$ cat config.mk
export PLATFORM = sky130hd
export DESIGN_NAME = i2s_sample_tx
export DESIGN_NICKNAME = d
export VERILOG_FILES = /design/src/rtl/i2s_sample_tx_pkg.sv /design/src/rtl/i2s_sample_tx_bclk_gen.sv /design/src/rtl/i2s_sample_tx.sv
export SDC_FILE = /design/constraint.sdc
export NUM_CORES = 1
export LEC_CHECK = 0
export ABC_AREA = 1
export BUFFER_PORTS_ARGS = -buffer_cell sky130_fd_sc_hd__buf_2
export CAP_MARGIN = 20
export CORE_ASPECT_RATIO = 0.75
export CORE_MARGIN = 2
export CORE_UTILIZATION = 50
export DETAILED_ROUTE_END_ITERATION = 10
export GPL_TIMING_DRIVEN = 0
export PLACE_DENSITY = 0.68
export SETUP_SLACK_MARGIN = 0.15
export SYNTH_ARGS = -nofsm -noshare
export SYNTH_HDL_FRONTEND = slang
export SYNTH_SLANG_ARGS = --single-unit
$ cat constraint.sdc
create_clock -name clk -period 4.55 [get_ports clk]
set_input_delay 0 -clock clk [delete_from_list [all_inputs] [get_ports clk]]
set_output_delay 0 -clock clk [all_outputs]
set_load 0.05 [all_outputs]
$ cat src/rtl/i2s_sample_tx_pkg.sv
// Shared constants and types for the I2S sample transmitter.
// Holds default widths, the frame length in clk cycles and the sample type.
package i2s_sample_tx_pkg;

   localparam int DEF_SAMPLE_WIDTH = 16;
   localparam int DEF_BCLK_DIV     = 4;
   localparam int DEF_LATCH_DELAY  = 2;

   // clk cycles between two new_sample_ready pulses
   localparam int FRAME_CLKS = 4 * DEF_SAMPLE_WIDTH * DEF_BCLK_DIV;

   typedef logic signed [DEF_SAMPLE_WIDTH-1:0] sample_t;

   function automatic int frame_clks(input int sw, input int div);
      return 4 * sw * div;
   endfunction

endpackage

$ cat src/rtl/i2s_sample_tx_bclk_gen.sv
// Bit-clock divider: toggles bclk every BCLK_DIV clk cycles.
// Ports: clk, reset (async high) in; bclk and fall_evt (1-clk strobe on the
// cycle whose edge drives bclk low) out.
module i2s_sample_tx_bclk_gen #(
   parameter int BCLK_DIV = 4
) (
   input  logic clk,
   input  logic reset,
   output logic bclk,
   output logic fall_evt
);

   localparam int DW = (BCLK_DIV > 1) ? $clog2(BCLK_DIV) : 1;
   localparam logic [DW-1:0] DIV_M1 = DW'(BCLK_DIV - 1);

   logic [DW-1:0] div_cnt;
   logic          wrap;

   assign wrap     = (div_cnt == DIV_M1);
   assign fall_evt = wrap & bclk;

   always_ff @(posedge clk or posedge reset) begin
      if (reset) begin
         div_cnt <= '0;
         bclk    <= 1'b0;
      end else begin
         div_cnt <= wrap ? '0 : div_cnt + 1'b1;
         if (wrap) begin
            bclk <= ~bclk;
         end
      end
   end

endmodule

$ cat src/rtl/i2s_sample_tx.sv
// Left-justified I2S frame master: paces upstream with new_sample_ready,
// captures the mono sample and sends it MSB-first in both channel slots.
// Ports: clk, reset, in_sample, tx_enable in; new_sample_ready, bclk,
// lrclk, sdata out (all registered).
module i2s_sample_tx
   import i2s_sample_tx_pkg::*;
#(
   parameter int SAMPLE_WIDTH = DEF_SAMPLE_WIDTH,
   parameter int BCLK_DIV     = DEF_BCLK_DIV,
   parameter int LATCH_DELAY  = DEF_LATCH_DELAY
) (
   input  logic                           clk,
   input  logic                           reset,
   input  logic signed [SAMPLE_WIDTH-1:0] in_sample,
   input  logic                           tx_enable,
   output logic                           new_sample_ready,
   output logic                           bclk,
   output logic                           lrclk,
   output logic                           sdata
);

   localparam int FW = 2 * SAMPLE_WIDTH;
   localparam int BW = $clog2(FW);
   localparam int CW = $clog2(LATCH_DELAY + 1);

   localparam logic [BW-1:0] LAST  = BW'(FW - 1);
   localparam logic [BW-1:0] HALF  = BW'(SAMPLE_WIDTH);
   localparam logic [CW-1:0] LD_M1 = CW'(LATCH_DELAY - 1);
   localparam logic [CW-1:0] ONE   = CW'(1);

   logic                    fall_evt;
   logic [BW-1:0]           bit_cnt;
   logic [BW-1:0]           bit_nxt;
   logic [FW-1:0]           shift_reg;
   logic [SAMPLE_WIDTH-1:0] hold_reg;
   logic [CW-1:0]           latch_cnt;

   i2s_sample_tx_bclk_gen #(
      .BCLK_DIV (BCLK_DIV)
   ) u_bclk_gen (
      .clk      (clk),
      .reset    (reset),
      .bclk     (bclk),
      .fall_evt (fall_evt)
   );

   assign bit_nxt = bit_cnt + 1'b1;

   // Bit counter and shifter. Reset value LAST makes the first falling
   // edge after reset a frame boundary.
   always_ff @(posedge clk or posedge reset) begin
      if (reset) begin
         bit_cnt          <= LAST;
         lrclk            <= 1'b0;
         shift_reg        <= '0;
         sdata            <= 1'b0;
         new_sample_ready <= 1'b0;
      end else begin
         new_sample_ready <= 1'b0;
         if (fall_evt) begin
            if (bit_cnt == LAST) begin
               bit_cnt          <= '0;
               lrclk            <= 1'b0;
               shift_reg        <= {hold_reg, hold_reg};
               sdata            <= tx_enable & hold_reg[SAMPLE_WIDTH-1];
               new_sample_ready <= 1'b1;
            end else begin
               bit_cnt   <= bit_nxt;
               lrclk     <= (bit_nxt >= HALF);
               shift_reg <= {shift_reg[FW-2:0], 1'b0};
               // shifting continues while masked so alignment is kept
               sdata     <= tx_enable & shift_reg[FW-2];
            end
         end
      end
   end

   // Capture in_sample LATCH_DELAY cycles after the pulse edge.
   // latch_cnt == 0 means idle; a new pulse always restarts it.
   always_ff @(posedge clk or posedge reset) begin
      if (reset) begin
         hold_reg  <= '0;
         latch_cnt <= '0;
      end else if (new_sample_ready) begin
         if (LATCH_DELAY == 1) begin
            hold_reg <= in_sample;
         end else begin
            latch_cnt <= LD_M1;
         end
      end else if (latch_cnt != '0) begin
         latch_cnt <= latch_cnt - 1'b1;
         if (latch_cnt == ONE) begin
            hold_reg <= in_sample;
         end
      end
   end

endmodule

==> results of run 1 <==
cell families (layout without fill, tap and decap cells):
logic type / after synthesis / count (layout)
buf+inv: 55 / 112
compound gates: 64 / 64
simple gates: 130 / 130
flops: 60 / 60
fa+ha+maj: 6 / 6
layout make-up:
cell class | instances | area, um^2
plain buffers | 16 | 111
flip-flops and latches | 60 | 1510
clock inverters | 4 | 47.5
clock buffers | 12 | 155
repair buffers | 41 | 310
multi-input cells | 200 | 950
fillers | 472 | 1970
inverters | 39 | 149
well taps | 75 | 93.8
path summary, 6_finish.rpt:
check | start | to | cells past startpoint
min in group clk | in_sample[4] | hold_reg[4]$_DFFE_PP0P_ | 4
hold reg to reg | u_bclk_gen.div_cnt[0]$_DFF_PP0_ | u_bclk_gen.div_cnt[0]$_DFF_PP0_ | 1
hold / removal | reset | shift_reg[3]$_DFFE_PP0P_ | 3
setup reg to reg | bit_cnt[0]$_DFFE_PP1P_ | shift_reg[11]$_DFFE_PP0P_ | 9
setup / recovery | bit_cnt[0]$_DFFE_PP1P_ | shift_reg[11]$_DFFE_PP0P_ | 9
max in group asynchronous | reset | bit_cnt[0]$_DFFE_PP1P_ | 4
per-layer routing:
layer,share of wire,wire length [um]
met4,0.014,79
met3,0.061,336
met2,0.40,2190
met5,0,0
met1,0.53,2920
cell usage after synthesis, drive strengths merged:
master / instances / share of area
buf: 14 / 0.037
inv: 39 / 0.055
ha: 6 / 0.028
dfstp: 5 / 0.048
a21oi: 1 / 0.0018
dfrtp: 55 / 0.51
o21ai: 59 / 0.11
nand3: 18 / 0.033
o22ai: 1 / 0.0023
nor2: 12 / 0.020
clkbuf: 2 / 0.0037
a31oi: 3 / 0.0069
nand2: 100 / 0.15
critical path, delay by kind of cell, from the launching register on:
family	cells	cell delay [ns]
AO/OA/AOI/OAI	2	0.21
adder cells (fa/ha/maj)	2	0.35
buffers and inverters	2	0.41
flip-flops	1	0.56
AND/OR/NAND/NOR	3	0.30
power by group through the flow:
stage / clock network (mW) / logic, mW / registers, mW
2_1_floorplan: 0 / 0.00776 / 0.543
3_5_place_dp: 0 / 0.0205 / 0.543
3_3_place_gp: 0 / 0.0180 / 0.543
6_report: 0.485 / 0.0318 / 0.534
4_1_cts: 0.496 / 0.0320 / 0.534
5_1_grt: 0.521 / 0.0361 / 0.533
through the flow:
step,area [um^2],cells
6_report,3320,447
3_5_place_dp,2940,413
4_1_cts,3320,447
5_1_grt,3320,447
3_3_place_gp,2920,412
2_1_floorplan,2720,315
==> impl_metrics.tcl, run 1 <==
set metrics [dict create \
    pre_cts_slack_ns 2.60 \
    ys_seq_elements 60 \
    grt_pass1_wl_um 9420 \
    cp_slowest_cell "dfstp_2" \
    fin_util 0.628 \
    p_per_area_nw_per_um2 316 \
    tightestPinTransition_ns 0.534 \
    grt_max_degree 38 \
    fin_crit_sh 0.428 \
    die_w_um 89.1 \
    clockRootBuffer "clkbuf_8" \
    setup_slack_ns 2.60 \
    yosysWarnings 0 \
    ctsHoldBuffers 18 \
    postCtsSetupRepairBufs 0 \
    synth_cell_types 24 \
    grt_use_met3 0.0760 \
    layout_commonest_cell "nand2_1" \
    synth-xor-area-share 0 \
    max_freq_ghz 0.513 \
    cts.clk_slew.worst_paths_ns 0.07 \
    path_class "reg2reg" \
    largest_register_ffs 31 \
    synth_nets 340 \
    power.switching_mw 0.219 \
    synth-compound-area-share 0.121 \
    grt_antenna_before_repair 0 \
    drive_gt1_frac 0.185 \
    use_met1 0.306 \
    cts_resized 0 \
    firstDrtPassIters 4 \
    numClockSinks 60 \
    track_usage 0.212 \
    rows 23 \
    power_frac_comb 0.030 \
    swShare 0.208 \
    worstPathCellList "ha_1, nand2_1, nor2_1, ha_1, buf_2, clkbuf_2, o21ai_0, nand2_1, o21ai_0" \
    crit_path_end_kind "flip-flop" \
    gp_congestion 0.767 \
    synth_top_family_by_area "simple AND/OR/NAND/NOR gates" \
    nets 392 \
    wl_per_cell_um 12.4 \
    syn_area_um2 2720 \
    required_ns 4.76 \
    drt-vias-per-instance 4.80 \
    core_um2 5300 \
    syn_avg_cell_area_um2 8.63 \
    portBuffers 22 \
    grt_pass1_vias 2042 \
    setup_viol 0 \
    synthMuxAreaShare 0 \
    cts_buffers 9 \
    dieArea_um2 6050 \
    whs_ns 0.248 \
    finalClockSkew_ns 0.00554 \
    ctsHtreeMaxLevel 3 \
    syn2layout_area_growth_pct 22.3 \
    ys_seq_area_frac 0.555 \
    gr-max-usage-layer "met1" \
    drv_slew 0 \
    n_antenna_cell 0 \
    clock_latency_ns 0.34 \
    routed_wl_um 5530 \
    startpoint_type "flip-flop" \
    dp_hpwl_um 3680 \
    drv_cap 0 \
    power_mw 1.05 \
    layout_common_cells "nand2_1 (96), dfrtp_1 (55), o21ai_0 (52)" \
    overflow 0 \
    die_y_um 67.8 \
    synth_simple_gate_area_frac 0.201 \
    rsz0062_at_grt "no" \
    internal-power_mw 0.832 \
    rrSetupSlack_ns 2.60 \
    vias 2147 \
    cts_buffer_depth 2 \
    power_frac_seq 0.508 \
    slew_headroom 0.643 \
    grt_use_met2 0.298 \
    layout_min_cycle_time_ns 1.95 \
    start_util 0.513 \
    power_frac_clock 0.462 \
    drtIter0Drc 141 \
    hold_viol 0 \
    peakVddDrop_mv 0.142 \
    ioPinCount 23 \
    hp-class "in2async" \
    drt.antenna.violating_nets 0 \
    max_stage_delay_ns 0.56 \
    synthAdderAreaFrac 0.0276 \
    status "finished clean" \
    cts_tree "done" \
    fin_tns_setup_ns 0 \
    leakage_nw 1.62 \
    drc_errors 0 \
    synthCells 315 \
    cp.arrival_ns 2.16 \
    path_max_fanout 10 \
]
Power figures use the tool's default switching activity.
==> run 2, diff against run 1 <==
--- a/config.mk
+++ b/config.mk
@@ -13,7 +13,7 @@
 export CORE_UTILIZATION = 50
 export DETAILED_ROUTE_END_ITERATION = 10
 export GPL_TIMING_DRIVEN = 0
-export PLACE_DENSITY = 0.68
+export PLACE_DENSITY = 0.7
 export SETUP_SLACK_MARGIN = 0.15
 export SYNTH_ARGS = -nofsm -noshare
 export SYNTH_HDL_FRONTEND = slang
==> constraint.sdc (replaced) <==
create_clock -name clk -period 1.6 [get_ports clk]
set_input_delay 0 -clock clk [delete_from_list [all_inputs] [get_ports clk]]
set_output_delay 0 -clock clk [all_outputs]
set_load 0.05 [all_outputs]
==> impl_metrics.tcl, run 2 (synthesized netlist as in run 1, its figures left out) <==
set metrics [dict create \
    status "finished, violations left" \
    failed_checks "setup timing" \
    cp.arrival_ns 2.02 \
    ctsHtreeMaxLevel 3 \
    finalNonFillerCells 457 \
    layout_common_cells "nand2_1 (77), dfrtp_1 (55), o21ai_1 (37)" \
    drt-vias-per-instance 5.00 \
    clock_latency_ns 0.34 \
    grt_antenna_before_repair 0 \
    drv_cap 0 \
    largest_register_ffs 31 \
    path_max_fanout 6 \
    layout_commonest_cell "nand2_1" \
    fin_util 0.707 \
    rows 23 \
    track_usage 0.234 \
    crit_path_end_kind "flip-flop" \
    place_inst 413 \
    firstDrtPassIters 4 \
    peakVddDrop_mv 0.913 \
    cts_buffer_depth 2 \
    ioPinCount 23 \
    internal-power_mw 2.45 \
    p_per_area_nw_per_um2 823 \
    layout_min_cycle_time_ns 1.76 \
    drv_slew 0 \
    portBuffers 22 \
    drc_errors 0 \
    cts.clk_slew.worst_paths_ns 0.07 \
    vias 2283 \
    slew_headroom 0.583 \
    fin_crit_sh 1.10 \
    dp_hpwl_um 3830 \
    wl_per_cell_um 14.3 \
    multi_input_area_um2 1190 \
    cts_tree "done" \
    setup_slack_ns -0.157 \
    tightestPinTransition_ns 0.624 \
    gp_congestion 0.804 \
    max_freq_ghz 0.569 \
    grt_pass1_wl_um 10300 \
    power_frac_seq 0.492 \
    grt_max_degree 33 \
    power_mw 3.08 \
    rsz0062_at_grt "yes" \
    power_frac_comb 0.030 \
    die_y_um 67.8 \
    startpoint_type "flip-flop" \
    path_class "reg2reg" \
    drive_gt1_frac 0.322 \
    power_frac_clock 0.478 \
    swShare 0.204 \
    leakage_nw 1.77 \
    dieArea_um2 6050 \
    nets 402 \
    core_um2 5300 \
    regArea_um2 1510 \
    syn2layout_area_growth_pct 37.8 \
    required_ns 1.86 \
    drt.antenna.violating_nets 0 \
    hp-class "in2async" \
    numClockSinks 60 \
    finalClockSkew_ns 0.00911 \
    hold_viol 0 \
    setup_viol 31 \
    routed_wl_um 6520 \
    fin_tns_setup_ns -2.24 \
    die_w_um 89.1 \
    clockRootBuffer "clkbuf_8" \
    drtIter0Drc 157 \
    n_antenna_cell 0 \
    power.switching_mw 0.629 \
    overflow 0 \
    start_util 0.513 \
    grt_pass1_vias 2213 \
    fillers 401 \
    cts_buffers 9 \
]
[run 2: critical path, cell delays in order (launching register included)]
cell and delay, ns:
dfstp_2 0.55, ha_4 0.15, nand2_4 0.05, nor2_4 0.15
ha_4 0.17, buf_12 0.14, buf_8 0.13, nand2_2 0.06
o21ai_1 0.10, nand2_1 0.09, o21ai_1 0.09
[run 2: layout make-up]
class / instances / share of cell area
multi-input cells: 200 / 0.317
well taps: 75 / 0.0251
clock buffers: 13 / 0.0478
repair buffers: 51 / 0.111
flip-flops and latches: 60 / 0.402
inverters: 39 / 0.0421
plain buffers: 16 / 0.0441
clock inverters: 3 / 0.0114
[run 2: repair_timing]
item,4_1_cts,5_1_grt
resized for setup,25,49
endpoints found under the hold margin,42,0
gates cloned,3,0
setup endpoints to repair,32,47
hold buffers,18,0
buffers inserted,4,3
pin swaps,4,9
[run 2: power by group through the flow]
stage	Combinational [mW]	Clock, mW	Sequential [mW]
finish	0.0917	1.47	1.52
global route	0.103	1.56	1.52
detailed placement	0.0586	0	1.55
CTS	0.0914	1.49	1.52
global placement	0.0517	0	1.55
floorplan	0.0226	0	1.55
[run 2: path summary, 6_finish.rpt]
check                                                      from                              end  slack [ns]  cells past startpoint
min in group clk                                  in_sample[14]         hold_reg[14]$_DFFE_PP0P_        0.43                      4
worst min-delay path                                      reset         hold_reg[10]$_DFFE_PP0P_        0.30                      3
max in group asynchronous                                 reset           bit_cnt[1]$_DFFE_PP1P_        0.68                      4
worst min register to register  u_bclk_gen.div_cnt[0]$_DFF_PP0_  u_bclk_gen.div_cnt[0]$_DFF_PP0_        0.44                      1
worst max register to register           bit_cnt[1]$_DFFE_PP1P_        shift_reg[28]$_DFFE_PP0P_       -0.16                     10
worst max-delay path                     bit_cnt[1]$_DFFE_PP1P_        shift_reg[28]$_DFFE_PP0P_       -0.16                     10
[run 2: per-stage QoR]
stage               area [um^2]  hold slack, ns  setup slack [ns]
finish                     3750           0.298            -0.157
floorplan                  2780           0.104            0.0402
global route               3750           0.349            -0.198
global placement           2980           0.233            -0.127
detailed placement         3000           0.113            -0.148
CTS                        3540           0.293           -0.0324
[run 2: per-layer routing]
layer | vias to the layer above | wire length (um) | global-route usage
met5 | - | 0 | 0
met4 | 0 | 57 | 0.0728
met3 | 9 | 329 | 0.0893
met2 | 68 | 3180 | 0.345
met1 | 1088 | 2950 | 0.322
li1 | 1118 | - | -
